File: src/rtl/mem_stage_ctrl_if.sv
// Data-memory request/acknowledge bus between the MEM-stage controller and memory.
// The controller owns the request side; memory returns read data with a one-cycle ack pulse.
interface mem_stage_ctrl_if;
    logic        mem_req;
    logic        mem_we;
    logic [31:0] mem_addr;
    logic [31:0] mem_wdata;
    logic [31:0] mem_rdata;
    logic        mem_ack;

    modport master (
        output mem_req,
        output mem_we,
        output mem_addr,
        output mem_wdata,
        input  mem_rdata,
        input  mem_ack
    );

    modport slave (
        input  mem_req,
        input  mem_we,
        input  mem_addr,
        input  mem_wdata,
        output mem_rdata,
        output mem_ack
    );
endinterface

File: src/rtl/mem_stage_ctrl.sv
// MEM-stage controller: data-memory access FSM with bus timeout, branch/jump resolve, MEM/WB register.
// Optional macro MISALIGN_CHECK_EN rejects non-word-aligned accesses instead of truncating the address.
module mem_stage_ctrl #(
    parameter int TIMEOUT    = 16,
    parameter int DEPTH_LOG2 = 8
) (
    input  logic                  clk,
    input  logic                  rst,
    input  logic                  in_valid,
    input  logic [2:0]            in_M,
    input  logic [1:0]            in_WB,
    input  logic [31:0]           in_add,
    input  logic                  in_flag,
    input  logic [31:0]           in_res,
    input  logic [31:0]           in_dat2,
    input  logic [4:0]            in_mux,
    input  logic [27:0]           in_ShfJ,
    input  logic                  J_in,
    input  logic [3:0]            pc_hi,
    output logic                  pc_src,
    output logic                  jmp,
    output logic [31:0]           br_target,
    output logic [31:0]           j_target,
    output logic                  stall,
    mem_stage_ctrl_if.master      bus,
    output logic [1:0]            ou_WB,
    output logic [31:0]           ou_rdata,
    output logic [31:0]           ou_res,
    output logic [4:0]            ou_mux,
    output logic                  ou_valid,
    output logic                  err
);

    typedef enum logic {S_IDLE, S_BUSY} state_t;

    localparam logic [DEPTH_LOG2-1:0] CNT_LAST = DEPTH_LOG2'(TIMEOUT - 1);

    state_t                r_state, w_state_nxt;
    logic [DEPTH_LOG2-1:0] r_cnt, w_cnt_nxt;
    logic                  r_mem_req, w_mem_req_nxt;
    logic                  r_mem_we, w_mem_we_nxt;
    logic [31:0]           r_mem_addr, w_mem_addr_nxt;
    logic [31:0]           r_mem_wdata, w_mem_wdata_nxt;
    logic [1:0]            r_ou_WB, w_ou_WB_nxt;
    logic [31:0]           r_ou_rdata, w_ou_rdata_nxt;
    logic [31:0]           r_ou_res, w_ou_res_nxt;
    logic [4:0]            r_ou_mux, w_ou_mux_nxt;
    logic                  r_ou_valid, w_ou_valid_nxt;
    logic                  r_err, w_err_nxt;
    logic                  w_acc, w_misalign, w_stall;

    assign w_acc = in_valid & (in_M[1] | in_M[0]);

`ifdef MISALIGN_CHECK_EN
    assign w_misalign = (in_res[1:0] != 2'b00);
`else
    assign w_misalign = 1'b0;
`endif

    always_ff @(posedge clk or posedge rst) begin
        if (rst) begin
            r_state     <= S_IDLE;
            r_cnt       <= '0;
            r_mem_req   <= 1'b0;
            r_mem_we    <= 1'b0;
            r_mem_addr  <= '0;
            r_mem_wdata <= '0;
            r_ou_WB     <= '0;
            r_ou_rdata  <= '0;
            r_ou_res    <= '0;
            r_ou_mux    <= '0;
            r_ou_valid  <= 1'b0;
            r_err       <= 1'b0;
        end else begin
            r_state     <= w_state_nxt;
            r_cnt       <= w_cnt_nxt;
            r_mem_req   <= w_mem_req_nxt;
            r_mem_we    <= w_mem_we_nxt;
            r_mem_addr  <= w_mem_addr_nxt;
            r_mem_wdata <= w_mem_wdata_nxt;
            r_ou_WB     <= w_ou_WB_nxt;
            r_ou_rdata  <= w_ou_rdata_nxt;
            r_ou_res    <= w_ou_res_nxt;
            r_ou_mux    <= w_ou_mux_nxt;
            r_ou_valid  <= w_ou_valid_nxt;
            r_err       <= w_err_nxt;
        end
    end

    always_comb begin
        w_state_nxt     = r_state;
        w_cnt_nxt       = r_cnt;
        w_mem_req_nxt   = r_mem_req;
        w_mem_we_nxt    = r_mem_we;
        w_mem_addr_nxt  = r_mem_addr;
        w_mem_wdata_nxt = r_mem_wdata;
        w_ou_WB_nxt     = r_ou_WB;
        w_ou_rdata_nxt  = r_ou_rdata;
        w_ou_res_nxt    = r_ou_res;
        w_ou_mux_nxt    = r_ou_mux;
        w_ou_valid_nxt  = r_ou_valid;
        w_err_nxt       = r_err;
        w_stall         = 1'b0;
        case (r_state)
            S_IDLE: begin
                if (w_acc && !w_misalign) begin
                    w_stall         = 1'b1;
                    w_mem_req_nxt   = 1'b1;
                    w_mem_we_nxt    = in_M[0];
                    w_mem_addr_nxt  = {in_res[31:2], 2'b00};
                    w_mem_wdata_nxt = in_dat2;
                    w_cnt_nxt       = '0;
                    w_state_nxt     = S_BUSY;
                end else if (w_acc) begin
                    w_ou_WB_nxt    = {1'b0, in_WB[0]};
                    w_ou_rdata_nxt = '0;
                    w_ou_res_nxt   = in_res;
                    w_ou_mux_nxt   = in_mux;
                    w_ou_valid_nxt = 1'b1;
                    w_err_nxt      = 1'b1;
                end else begin
                    w_ou_WB_nxt    = in_WB;
                    w_ou_rdata_nxt = '0;
                    w_ou_res_nxt   = in_res;
                    w_ou_mux_nxt   = in_mux;
                    w_ou_valid_nxt = in_valid;
                end
            end
            S_BUSY: begin
                if (bus.mem_ack) begin
                    w_ou_WB_nxt    = in_WB;
                    w_ou_rdata_nxt = r_mem_we ? 32'h0 : bus.mem_rdata;
                    w_ou_res_nxt   = in_res;
                    w_ou_mux_nxt   = in_mux;
                    w_ou_valid_nxt = 1'b1;
                    w_mem_req_nxt  = 1'b0;
                    w_state_nxt    = S_IDLE;
                end else if (r_cnt == CNT_LAST) begin
                    // Abort commits the slot with its register write suppressed so upstream can advance.
                    w_ou_WB_nxt    = {1'b0, in_WB[0]};
                    w_ou_rdata_nxt = '0;
                    w_ou_res_nxt   = in_res;
                    w_ou_mux_nxt   = in_mux;
                    w_ou_valid_nxt = 1'b1;
                    w_mem_req_nxt  = 1'b0;
                    w_err_nxt      = 1'b1;
                    w_state_nxt    = S_IDLE;
                end else begin
                    w_stall   = 1'b1;
                    w_cnt_nxt = r_cnt + 1'b1;
                end
            end
            default: w_state_nxt = S_IDLE;
        endcase
    end

    assign stall         = w_stall;
    assign pc_src        = in_valid & in_M[2] & in_flag;
    assign jmp           = in_valid & J_in;
    assign br_target     = in_add;
    assign j_target      = {pc_hi, in_ShfJ};
    assign bus.mem_req   = r_mem_req;
    assign bus.mem_we    = r_mem_we;
    assign bus.mem_addr  = r_mem_addr;
    assign bus.mem_wdata = r_mem_wdata;
    assign ou_WB         = r_ou_WB;
    assign ou_rdata      = r_ou_rdata;
    assign ou_res        = r_ou_res;
    assign ou_mux        = r_ou_mux;
    assign ou_valid      = r_ou_valid;
    assign err           = r_err;

endmodule

File: src/flat_wrapper.sv
// flat-port wrapper written by rule: the top's interface ports become plain ports
module mem_stage_ctrl_flat 
#(
    parameter int TIMEOUT    = 16,
    parameter int DEPTH_LOG2 = 8
)
  (clk, rst, in_valid, in_M, in_WB, in_add, in_flag, in_res, in_dat2, in_mux, in_ShfJ, J_in, pc_hi, pc_src, jmp, br_target, j_target, stall, ou_WB, ou_rdata, ou_res, ou_mux, ou_valid, err, bus_mem_req, bus_mem_we, bus_mem_addr, bus_mem_wdata, bus_mem_rdata, bus_mem_ack);
  mem_stage_ctrl_if bus_i ();
  input  logic clk;
  input  logic rst;
  input  logic in_valid;
  input  logic [2:0] in_M;
  input  logic [1:0] in_WB;
  input  logic [31:0] in_add;
  input  logic in_flag;
  input  logic [31:0] in_res;
  input  logic [31:0] in_dat2;
  input  logic [4:0] in_mux;
  input  logic [27:0] in_ShfJ;
  input  logic J_in;
  input  logic [3:0] pc_hi;
  output logic pc_src;
  output logic jmp;
  output logic [31:0] br_target;
  output logic [31:0] j_target;
  output logic stall;
  output logic [1:0] ou_WB;
  output logic [31:0] ou_rdata;
  output logic [31:0] ou_res;
  output logic [4:0] ou_mux;
  output logic ou_valid;
  output logic err;
  output wire logic [$bits(bus_i.mem_req)-1:0] bus_mem_req;
  output wire logic [$bits(bus_i.mem_we)-1:0] bus_mem_we;
  output wire logic [$bits(bus_i.mem_addr)-1:0] bus_mem_addr;
  output wire logic [$bits(bus_i.mem_wdata)-1:0] bus_mem_wdata;
  input wire logic [$bits(bus_i.mem_rdata)-1:0] bus_mem_rdata;
  input wire logic [$bits(bus_i.mem_ack)-1:0] bus_mem_ack;
  assign bus_mem_req = bus_i.mem_req;
  assign bus_mem_we = bus_i.mem_we;
  assign bus_mem_addr = bus_i.mem_addr;
  assign bus_mem_wdata = bus_i.mem_wdata;
  assign bus_i.mem_rdata = bus_mem_rdata;
  assign bus_i.mem_ack = bus_mem_ack;
  mem_stage_ctrl #(.TIMEOUT(TIMEOUT), .DEPTH_LOG2(DEPTH_LOG2)) u_core (.clk(clk), .rst(rst), .in_valid(in_valid), .in_M(in_M), .in_WB(in_WB), .in_add(in_add), .in_flag(in_flag), .in_res(in_res), .in_dat2(in_dat2), .in_mux(in_mux), .in_ShfJ(in_ShfJ), .J_in(J_in), .pc_hi(pc_hi), .pc_src(pc_src), .jmp(jmp), .br_target(br_target), .j_target(j_target), .stall(stall), .bus(bus_i), .ou_WB(ou_WB), .ou_rdata(ou_rdata), .ou_res(ou_res), .ou_mux(ou_mux), .ou_valid(ou_valid), .err(err));
endmodule
File: config.mk
export PLATFORM = sky130hd
export DESIGN_NAME = mem_stage_ctrl_flat
export DESIGN_NICKNAME = d
export VERILOG_FILES = /design/src/rtl/mem_stage_ctrl_if.sv /design/src/rtl/mem_stage_ctrl.sv /design/src/flat_wrapper.sv
export SDC_FILE = /design/constraint.sdc
export NUM_CORES = 1
export LEC_CHECK = 0
export BUFFER_PORTS_ARGS = -buffer_cell sky130_fd_sc_hd__buf_2
export CAP_MARGIN = 20
export CORE_AREA = 5 5 146 148
export DETAILED_ROUTE_END_ITERATION = 8
export DIE_AREA = 0 0 151 153
export GPL_ROUTABILITY_DRIVEN = 0
export PLACE_DENSITY_LB_ADDON = 0.25
export SYNTH_ARGS = -nofsm -noshare
export SYNTH_HDL_FRONTEND = slang
export SYNTH_SLANG_ARGS = --single-unit
File: constraint.sdc
create_clock -name clk -period 4.5 [get_ports clk]
set_input_delay 0.45 -clock clk [delete_from_list [all_inputs] [get_ports clk]]
set_output_delay 0.45 -clock clk [all_outputs]
set_load 0.005 [all_outputs]
# [Yosys cells after proc, flatten, opt, wreduce, memory -nomap -nowiden]
# Index checks and enable logic that the tools add are counted.
# W data, S select, Z words.
[totals] reg_bits=146 out_inout_bits=206 word_cells=66
[classes] addsub=1 eq_ne=7 n_mux=35 n_bitwise=6 n_reduce_logical=5
[ops] op="$mux W32" count=7
[ops] op="$pmux W32 S2" count=2
[ops] op="$mux W8" count=3
[ops] op="$pmux W8 S2" count=1
[ops] op="$mux W5" count=3
[ops] op="$mux W1" count=11
[ops] op="$pmux W5 S2" count=1
[ops] op="$add A8 B1 Y8 const B" count=1
[ops] op="$eq A8 B4 Y1 const B" count=1
[ops] op="$ne A2 B2 Y1 const B" count=4
[ops] op="$mux W2" count=3
[ops] op="$pmux W1 S2" count=3
[ops] op="$reduce_and A2 Y1" count=3
[ops] op="$reduce_and A3 Y1" count=2
[ops] op="$and A1 B1 Y1" count=4
[ops] op="$pmux W2 S2" count=1
[ops] op="$ne A3 B3 Y1 const B" count=1
[ops] op="$ne A2 B1 Y1 const B" count=1
[ops] op="$not A1 Y1" count=1
[ops] op="$or A1 B1 Y1" count=1

# [Longest topological paths before layout]
# Gate-level depths: netlist of run 1.
[logic_depth] depth_word=4 depth_mapped=10 mapped_depth_nobuf=6

# [Worst setup path before layout of run 1]
# Ideal clock, no wire load.
[synth_timing] path_kind="register -> output" start="register u_core.r_cnt[0]" end="output stall" arrival_ps=1638 t_required_ps=4050 path_slack_ps=2412 stages_incl_launch_ff=9 n_path_buf=3 cell_sequence="dfrtp_1 -> ha_1 -> and3_1 -> clkbuf_2 -> a21o_2 -> and2_1 -> buf_4 -> inv_2 -> buf_2"
[synth_via] elab_chain_len=4
[synth_lines] item="start, declared" line="mem_stage_ctrl.sv:39" source="logic [DEPTH_LOG2-1:0] r_cnt, w_cnt_nxt;"
[synth_lines] item="start signal, assigned" line="mem_stage_ctrl.sv:76" source="r_cnt <= w_cnt_nxt;"
[synth_lines] item="$eq A8 B4 Y1" line="mem_stage_ctrl.sv:138" source="end else if (r_cnt == CNT_LAST) begin"
[synth_lines] item="$mux W1" line="mem_stage_ctrl.sv:138"
[synth_lines] item="$mux W1" line="mem_stage_ctrl.sv:130" source="if (bus.mem_ack) begin"
[synth_lines] item="$pmux W1 S2" line="mem_stage_ctrl.sv:104" source="case (r_state)"
[synth_lines] item="end, declared" line="flat_wrapper.sv:26" source="output logic stall;"
# Every way passes these cells.

# [Worst setup path in the final report of run 1]
# Same ends and word-level chain as after synthesis.

==> Implementation_results.wiki, run 1 <==
{| class="wikitable"
! Metric !! Value
|-
| Effective utilization at floorplan || slightly above 30%
|-
| Post-route fraction of the period consumed by the critical path || between 60% and 70%
|-
| Clk slew on worst S/H paths || ~70 ps
|-
| Mux contribution to synthesized area || a little under a fifth
|-
| Peak ir drop on the vdd network || 279 µV
|-
| Proportion of synthesized flip-flops having asynchronous set or reset || between 90% and 100%
|-
| Number of resized instances in the post-cts repair step || 0
|-
| Cell with the biggest individual delay on the critical path || inv_2
|-
| Worst clock skew on the final layout || 9.88 ps
|-
| Total number of vias || about 4000
|-
| Sequential share of the synthesized area || 60.7%
|-
| TritonCTS sink count || ~150
|-
| Overall Global Routing Usage || 13.3%
|-
| Number of I/O port buffers || around 250
|-
| Clock tree from TritonCTS || done
|-
| Clk buf depth || 2
|-
| Destination of the worst register-to-register timing path || u_core.ou_res[29]$_DFFE_PP0P_
|-
| Synth Warn # || 0
|-
| DP Wirelength || 11400 µm
|-
| Average cell area after synthesis || 14.3 µm²
|-
| Power Dens Cells || 506 nW/µm²
|-
| Number of setup violations in the final report || 0
|-
| Highest achievable clock rate || 335 MHz
|-
| Clk Latency, worst-skew pair || about 400 ps
|-
| Fin. Hold Viols || 0
|-
| Compound-Gate Fraction of Synth Area || 6.75%
|-
| Number of iterations in the first detailed-routing pass || 4
|-
| Cell chain of the critical path || ha_1, and3_1, a21o_2, and2_2, inv_2, buf_2
|-
| Grt ovf || 0
|-
| Routed WL || 15600 µm
|-
| Xor and xnor area share after synthesis || 0%
|-
| Largest net degree at the start of global routing || 107
|-
| Adder and majority cell fraction of the synthesized area || 0.208%
|-
| Die span in y || around 150 µm
|-
| Nets@finish || around 800
|-
| Static leakage || roughly 3.8 nW
|-
| Cell row count || 52
|-
| Number of antenna-violating nets in the routed design || 0
|-
| Root buffer cell || clkbuf_16
|-
| Maximum capacitance violations || 0
|-
| Flip-flop and latch count after synthesis || 146
|-
| Routed vias/inst || roughly 4.5
|-
| Kind of critical path || flop to primary output
|-
| FF-to-FF path depth || 6
|-
| Required time at the endpoint of the critical path || between 4000 and 5000 ps
|-
| TritonCTS Buffers || 17
|-
| Count of hold-fix buffers inserted at cts || 0
|-
| Standard cell core area || 19900 µm²
|-
| DRC violation count after routing || 0
|-
| Combinational family with the most area after synthesis || multiplexers
|-
| Headroom to the max-slew limit || 35.2%
|-
| Nature of the critical path startpoint || flop
|-
| Startpoint of the most critical register-to-register path || u_core.r_cnt[0]$_DFFE_PP0P_
|-
| Number of diodes || 0
|-
| Full die area || 23100 µm²
|-
| First-iteration detailed-routing DRC count || between 100 and 150
|-
| Wire length of the first global-routing pass || 24000 µm
|-
| Area fraction in and, or, nand and nor cells after synthesis || about 2.8%
|-
| Slew of the pin with the lowest slew margin || ~970 ps
|-
| Type of destination of the critical path || primary output
|-
| Area of the mapped netlist || 6020 µm²
|-
| Post-DR wirelength/cell || between 15 and 20 µm
|-
| Worst hold-check path type || primary input to async pin
|-
| Setup total negative slack || 0 ps
|-
| Total number of H-tree levels || 4
|-
| Crit Path Max Fanout || 39
|-
| Number of global-route vias before repair || around 4400
|-
| Number of flops mapped to enable cells by yosys || 0
|-
| Number of pins exceeding their max-slew limit in the final report || 0
|-
| Area Growth Syn to Fin || 27.1%
|-
| DIE WIDTH || 151 µm
|-
| Critical path data arrival time || 2530 ps
|-
| Hold Slack || 235 ps
|-
| Layout cells sized above 1 || ~63%
|-
| Synthesized instance count || 422
|-
| Critical path destination || stall
|-
| Run status || finished clean
|-
| RSZ-0062 raised after global routing || no
|-
| Number of buffers inserted to repair setup after CTS || 0
|-
| Post-synth cell types || 31
|-
| Startpoint of the most critical setup path || u_core.r_cnt[0]$_DFFE_PP0P_
|-
| Boundary pin count || around 380
|-
| Worst reg-to-reg setup slack || 2090 ps
|-
| Post-layout minimum cycle time || 2980 ps
|-
| Peak per-stage delay on the critical path || 500 ps
|-
| Number of antenna violations at the first check in global routing || 1
|-
| Most common flop cell mapped by yosys || dfrtp_1
|}
==> kinds of logic (layout without fill, tap and decap cells) <==
logic type,count (synthesis),after routing
AO/OA/AOI/OAI,51,51
adder cells (fa/ha/maj),1,1
buffers and inverters,92,291
flip-flops,146,146
multiplexers,101,101
other,1,2
AND/OR/NAND/NOR,30,30
==> stage by stage <==
step | setup slack [ps] | util, % | power (W) | instance area, µm² | std cells
6_report | 1520 | 38.4 | 0.00388 | 7650 | 892
5_1_grt | 1370 | 38.4 | 0.00409 | 7650 | 892
4_1_cts | 1450 | 38.4 | 0.00396 | 7650 | 892
3_5_place_dp | 1930 | 35.4 | 0.00245 | 7040 | 861
3_3_place_gp | 1990 | 35.4 | 0.00242 | 7040 | 861
2_1_floorplan | 127 | - | 0.00211 | 6030 | 423
==> worst max-delay path, delay by kind of cell (launching register included) <==
kind / cells / cell delay (ps)
simple gates: 2 / 470
compound gates: 1 / 250
fa+ha+maj: 1 / 230
flops: 1 / 410
buf+inv: 2 / 740
==> flip-flops by register name (all words and copies together) (netlist names) <==
register / cells
u_core.bus.mem_wdata: 32
u_core.ou_rdata: 32
u_core.ou_res: 32
u_core.bus.mem_addr: 30
u_core.r_cnt: 8
u_core.ou_mux: 5
u_core.ou_WB: 2
u_core.bus.mem_req: 1
u_core.bus.mem_we: 1
u_core.err: 1
u_core.ou_valid: 1
u_core.r_state: 1
==> per-layer routing <==
layer	routed length (µm)	global-route usage, %
met3	1900	6.90
met1	5660	14.9
met4	666	6.78
met5	7	0
met2	7400	20.8
==> cell type report <==
cell class / count / area, µm²
Timing Repair Buffer: 255 / 1290
Fill cell: 1979 / 12300
Sequential cell: 146 / 3650
Clock buffer: 18 / 439
Multi-Input combinational cell: 185 / 1740
Clock inverter: 13 / 174
Tap cell: 270 / 338
Inverter: 5 / 23.8
==> layout by cell type, fill, tap and decap left out, types with 2 or more instances in the layout <==
cell	n
clkinv_4	2
o21ai_0	4
nand2_1	7
a22o_1	32
a21oi_1	4
inv_6	5
clkbuf_16	17
dfrtp_1	146
nor3_1	3
nor2_1	2
a31oi_1	3
and3_1	3
nand2b_1	2
a211o_1	3
buf_4	4
mux2_2	101
buf_2	251
inv_1	3
nand3_1	7
clkinvlp_4	2
bufinv_16	3
conb_1	2
==> Yosys cell counts (2+ instances only) <==
cell type  number  area [µm²]
dfrtp_1       146        3650
mux2_2        101        1140
buf_4          70         526
a22o_1         32         280
clkbuf_1        7        26.3
nand2_1         7        26.3
nand3_1         7        35.0
buf_2           6        30.0
a21oi_1         4        20.0
inv_1           4        15.0
o21ai_0         4        20.0
a211o_1         3        26.3
a31oi_1         3        18.8
and3_1          3        18.8
buf_6           3        33.8
nor3_1          3        15.0
and2_1          2        12.5
nand2b_1        2        12.5
nor2_1          2        7.51
nor3b_1         2        15.0
==> worst min path at each step <==
stage | endpoint | depth (start not counted) | from | slack (ps)
6_report | u_core.bus.mem_addr[23]$_DFFE_PP0P_ | 2 | rst | 240
5_1_grt | u_core.ou_rdata[19]$_DFFE_PP0P_ | 2 | bus_mem_rdata[19] | 240
4_1_cts | u_core.ou_rdata[15]$_DFFE_PP0P_ | 2 | bus_mem_rdata[15] | 230
3_5_place_dp | u_core.err$_DFFE_PP0P_ | 1 | u_core.err$_DFFE_PP0P_ | 460
3_3_place_gp | u_core.bus.mem_wdata[5]$_DFFE_PP0P_ | 1 | u_core.bus.mem_wdata[5]$_DFFE_PP0P_ | 480
2_1_floorplan | u_core.err$_DFFE_PP0P_ | 1 | u_core.err$_DFFE_PP0P_ | 470
==> where the power goes <==
| group | total (W) | switching (W) | internal [W] |
|---|---|---|---|
| combinational | 0.000718 | 0.000322 | 0.000397 |
| clock | 0.00147 | 0.000578 | 0.000896 |
| sequential | 0.00168 | 0.000131 | 0.00155 |
| total | 0.00388 | 0.00103 | 0.00285 |
No activity file was read; power rests on OpenSTA's default activity.
==> run 2: changes to the inputs <==
Settings changed: ABC_AREA set to 1.
Clock period 4.5 ns to 2.7 ns, I/O delays scaled along.
==> run 2 against run 1 <==
Against the previous run: synthesized cell count rose by 75%; final cell count rose by 35%; sequential cell count did not move; synthesized area rose by 5.3%; global-route usage rose by 1.0 points; die area did not move; critical path depth rose by 2; first-iteration DRC count rose by 97%.
==> Implementation_results.wiki, run 2 <==
{| class="wikitable"
! Metric !! Value
|-
| Worst hold-check path type || primary input to flop
|-
| Clk buf depth || 2 (unchanged)
|-
| TritonCTS Buffers || 17 (unchanged)
|-
| Crit Path Max Fanout || 26 (-33%)
|-
| Worst clock skew on the final layout || 12.9 ps (+2.98 ps)
|-
| Number of antenna violations at the first check in global routing || 3 (+2)
|-
| Number of resized instances in the post-cts repair step || 0 (unchanged)
|-
| Grt ovf || 0 (unchanged)
|-
| Area of the mapped netlist || 6340 µm² (+5.3%)
|-
| Largest net degree at the start of global routing || 128 (+20%)
|-
| Clk slew on worst S/H paths || 70 ps (about the same)
|-
| Hold Slack || 45.9 ps (-189 ps)
|-
| Cell with the biggest individual delay on the critical path || dfrtp_1
|-
| Final core occ || 40.2% (+1.8 points)
|-
| Maximum capacitance violations || 0 (unchanged)
|-
| Average cell area after synthesis || 8.61 µm² (-40%)
|-
| Peak ir drop on the vdd network || 398 µV (+43%)
|-
| Setup total negative slack || 0 ps (unchanged)
|-
| Number of antenna-violating nets in the routed design || 0 (unchanged)
|-
| Layout cells sized above 1 || 32.4% (-31 points)
|-
| Total number of vias || 4995 (+25%)
|-
| Total number of H-tree levels || 4 (unchanged)
|-
| Headroom to the max-slew limit || 65.7% (+31 points)
|-
| Highest achievable clock rate || roughly 450 MHz
|-
| Proportion of synthesized flip-flops having asynchronous set or reset || 100% (unchanged)
|-
| Most common flop cell mapped by yosys || dfrtp_1
|-
| Cell count along the critical path || 8 (+2)
|-
| Cell family with the largest share of critical-path delay || buffers and inverters
|-
| Wire length of the first global-routing pass || 26200 µm (+9.2%)
|-
| Most frequent cells in the layout || nand2_1 (318), buf_2 (251), dfrtp_1 (146)
|-
| Most used standard cell by instance count after synthesis || nand2_1
|-
| Proportion of netlist area held by the largest area contributor || 57.6% (-3.1 points)
|-
| Switching power share of the total || 29.2% (+2.6 points)
|-
| Count of hold-fix buffers inserted at cts || 1 (+1)
|-
| Power Dens Cells || 789 nW/µm² (+56%)
|-
| Type of destination of the critical path || primary output
|-
| Worst reg-to-reg setup slack || 990 ps (-1100 ps)
|-
| Routed WL || 16900 µm (+8.3%)
|-
| Critical path data arrival time || 1980 ps (-550 ps)
|-
| Flip-flop and latch count after synthesis || 146 (unchanged)
|-
| Destination of the worst register-to-register timing path || u_core.ou_res[9]$_DFFE_PP0P_
|-
| Critical path destination || stall
|-
| Share of power burned in the clock network || 38.4% (+0.4 points)
|-
| Sequential share of the synthesized area || 57.6% (-3.1 points)
|-
| Slew of the pin with the lowest slew margin || 515 ps (-458 ps)
|-
| Required time at the endpoint of the critical path || 2430 ps (-1620 ps)
|-
| Post-layout minimum cycle time || 2250 ps
|-
| Routed vias/inst || 4.15 (-7.3%)
|-
| Number of I/O port buffers || 251 (unchanged)
|-
| Boundary pin count || 382 (unchanged)
|-
| Fin. Hold Viols || 0 (unchanged)
|-
| Leading cell type in the layout, fill and taps excluded || nand2_1
|-
| Number of iterations in the first detailed-routing pass || 4 (unchanged)
|-
| Effective utilization at floorplan || 31.9% (+1.6 points)
|-
| Nets@finish || 1097 (+39%)
|-
| Static leakage || 4.69 nW (+23%)
|-
| Worst setup margin || 455 ps (-1060 ps)
|-
| Cell chain of the critical path || ha_1, nand2_2, nor2_2, nand3_1, nand3_1, nand2_2, buf_4, buf_2
|-
| Full die area || 23100 µm² (unchanged)
|-
| Overall Global Routing Usage || 14.4% (+1.0 points)
|-
| Post-synth cell types || 24 (-23%)
|-
| Standard cell core area || 19900 µm² (unchanged)
|-
| Run status || finished clean
|-
| Gate power share || 18.1% (-0.4 points)
|-
| Number of flops mapped to enable cells by yosys || 0 (unchanged)
|-
| Cell types with the largest area share after synthesis || dfrtp_1 (58%), nand2_1 (19%), buf_4 (7.8%), o21ai_0 (4.5%), inv_1 (4.1%)
|-
| Post-route fraction of the period consumed by the critical path || 83.2%
|-
| Number of global-route vias before repair || 4857 (+10%)
|-
| Die span in y || 153 µm (unchanged)
|-
| Number of cells on the worst hold path || 3
|-
| TritonCTS sink count || 146 (unchanged)
|-
| DIE WIDTH || 151 µm (unchanged)
|-
| WP buf/inv || 2 (unchanged)
|-
| Post-Place Worst Slack || 869 ps (-1070 ps)
|-
| Layout fillers || 2070 (+4.6%)
|-
| Synth area leader || dfrtp_1
|-
| Nature of the critical path startpoint || flop
|-
| Post-DR wirelength/cell || 14.1 µm (-20%)
|-
| Switching power of the nets || 0.00185 W (+79%)
|-
| Synthesized instance count || 737 (+75%)
|-
| First-iteration detailed-routing DRC count || 205 (+97%)
|-
| Number of buffers inserted to repair setup after CTS || 0 (unchanged)
|-
| Peak per-stage delay on the critical path || 410 ps (-90 ps)
|-
| RSZ-0062 raised after global routing || no
|-
| Number of setup violations in the final report || 0 (unchanged)
|-
| Synth Warn # || 0 (unchanged)
|-
| Number of pins exceeding their max-slew limit in the final report || 0 (unchanged)
|-
| Area Growth Syn to Fin || 26.2%
|-
| DRC violation count after routing || 0 (unchanged)
|-
| Startpoint of the most critical setup path || u_core.r_cnt[0]$_DFFE_PP0P_
|-
| FF-to-FF path depth || 8 (+2)
|-
| Startpoint of the most critical register-to-register path || u_core.r_cnt[0]$_DFFE_PP0P_
|-
| Clk Latency, worst-skew pair || 420 ps (about the same)
|-
| Design internal power || 0.00447 W (+57%)
|-
| Cell row count || 52 (unchanged)
|-
| Kind of critical path || flop to primary output
|-
| Clock tree from TritonCTS || done
|-
| Sequential Power Share || 43.5% (about the same)
|-
| Leading post-synthesis cells by instance count || nand2_1 (318), dfrtp_1 (146), inv_1 (70), buf_4 (66), o21ai_0 (57)
|-
| DP Wirelength || 12100 µm (+5.6%)
|-
| Root buffer cell || clkbuf_16
|-
| Number of diodes || 0 (unchanged)
|}
==> run 2: changes by cell type in the layout (fill, tap and decap cells not counted), moves of 5 or more <==
cell     before  now
o21ai_0       4   57
a22o_1       32    0
nor2_1        2   16
mux2_2      101    0
nand2_1       7  318
o21ai_1       0    8
inv_1         3   69
buf_12        0    5
==> run 2: metrics by stage <==
step / area (µm²) / total power [W] / cells
floorplan: 6350 / 0.00341 / 738
global placement: 7390 / 0.00396 / 1170
detailed placement: 7390 / 0.00398 / 1170
CTS: 8010 / 0.00646 / 1203
global route: 8010 / 0.00671 / 1203
finish: 8010 / 0.00632 / 1203
==> run 2: cell families (layout without fill, tap and decap cells) <==
family	after synthesis	in the layout	synth area share, %
AO/OA/AOI/OAI	69	69	5.62
buffers and inverters	168	363	15.1
AND/OR/NAND/NOR	352	352	21.4
other	1	2	0.0591
flip-flops	146	146	57.6
adder cells (fa/ha/maj)	1	1	0.197
==> run 2: final cells by class <==
class	count	area (µm²)	area share (%)
flip-flops and latches	146	3650	45.6
multi-input cells	424	1750	21.8
repair buffers	260	1390	17.3
clock buffers	18	439	5.48
well taps	270	338	4.22
inverters	71	273	3.41
clock inverters	14	168	2.09
==> run 2: worst min-delay path by stage <==
stage	start	endpoint
final	bus_mem_rdata[14]	u_core.ou_rdata[14]$_DFFE_PP0P_
after detailed placement	rst	u_core.ou_rdata[31]$_DFFE_PP0P_
after global routing	bus_mem_rdata[14]	u_core.ou_rdata[14]$_DFFE_PP0P_
after floorplan	in_WB[0]	u_core.ou_WB[0]$_DFFE_PP0P_
after global placement	rst	u_core.ou_rdata[31]$_DFFE_PP0P_
after CTS	in_mux[2]	u_core.ou_mux[2]$_DFFE_PP0P_
==> run 2: metal layers <==
metal  up-vias  track usage [%]  wire length (µm)  share of wire [%]
met1      2236             16.7              6810                 40
met5         -                0                34               0.20
li1       2516                -                 -                  -
met3        52             5.72              1500                8.8
met4         6             5.74               446                2.6
met2       185             23.5              8140                 48
==> run 2: tightest hold or removal path: stages <==
cell and delay, ps:
buf_2 70, nand2_1 40, nand2_1 50
==> run 2: power by group through the flow <==
stage	Clock [W]	Combinational, W	Sequential [W]
detailed placement	0	0.00119	0.00279
finish	0.00242	0.00114	0.00275
global route	0.00260	0.00131	0.00280
global placement	0	0.00118	0.00279
CTS	0.00251	0.00119	0.00276
floorplan	0	0.000585	0.00282
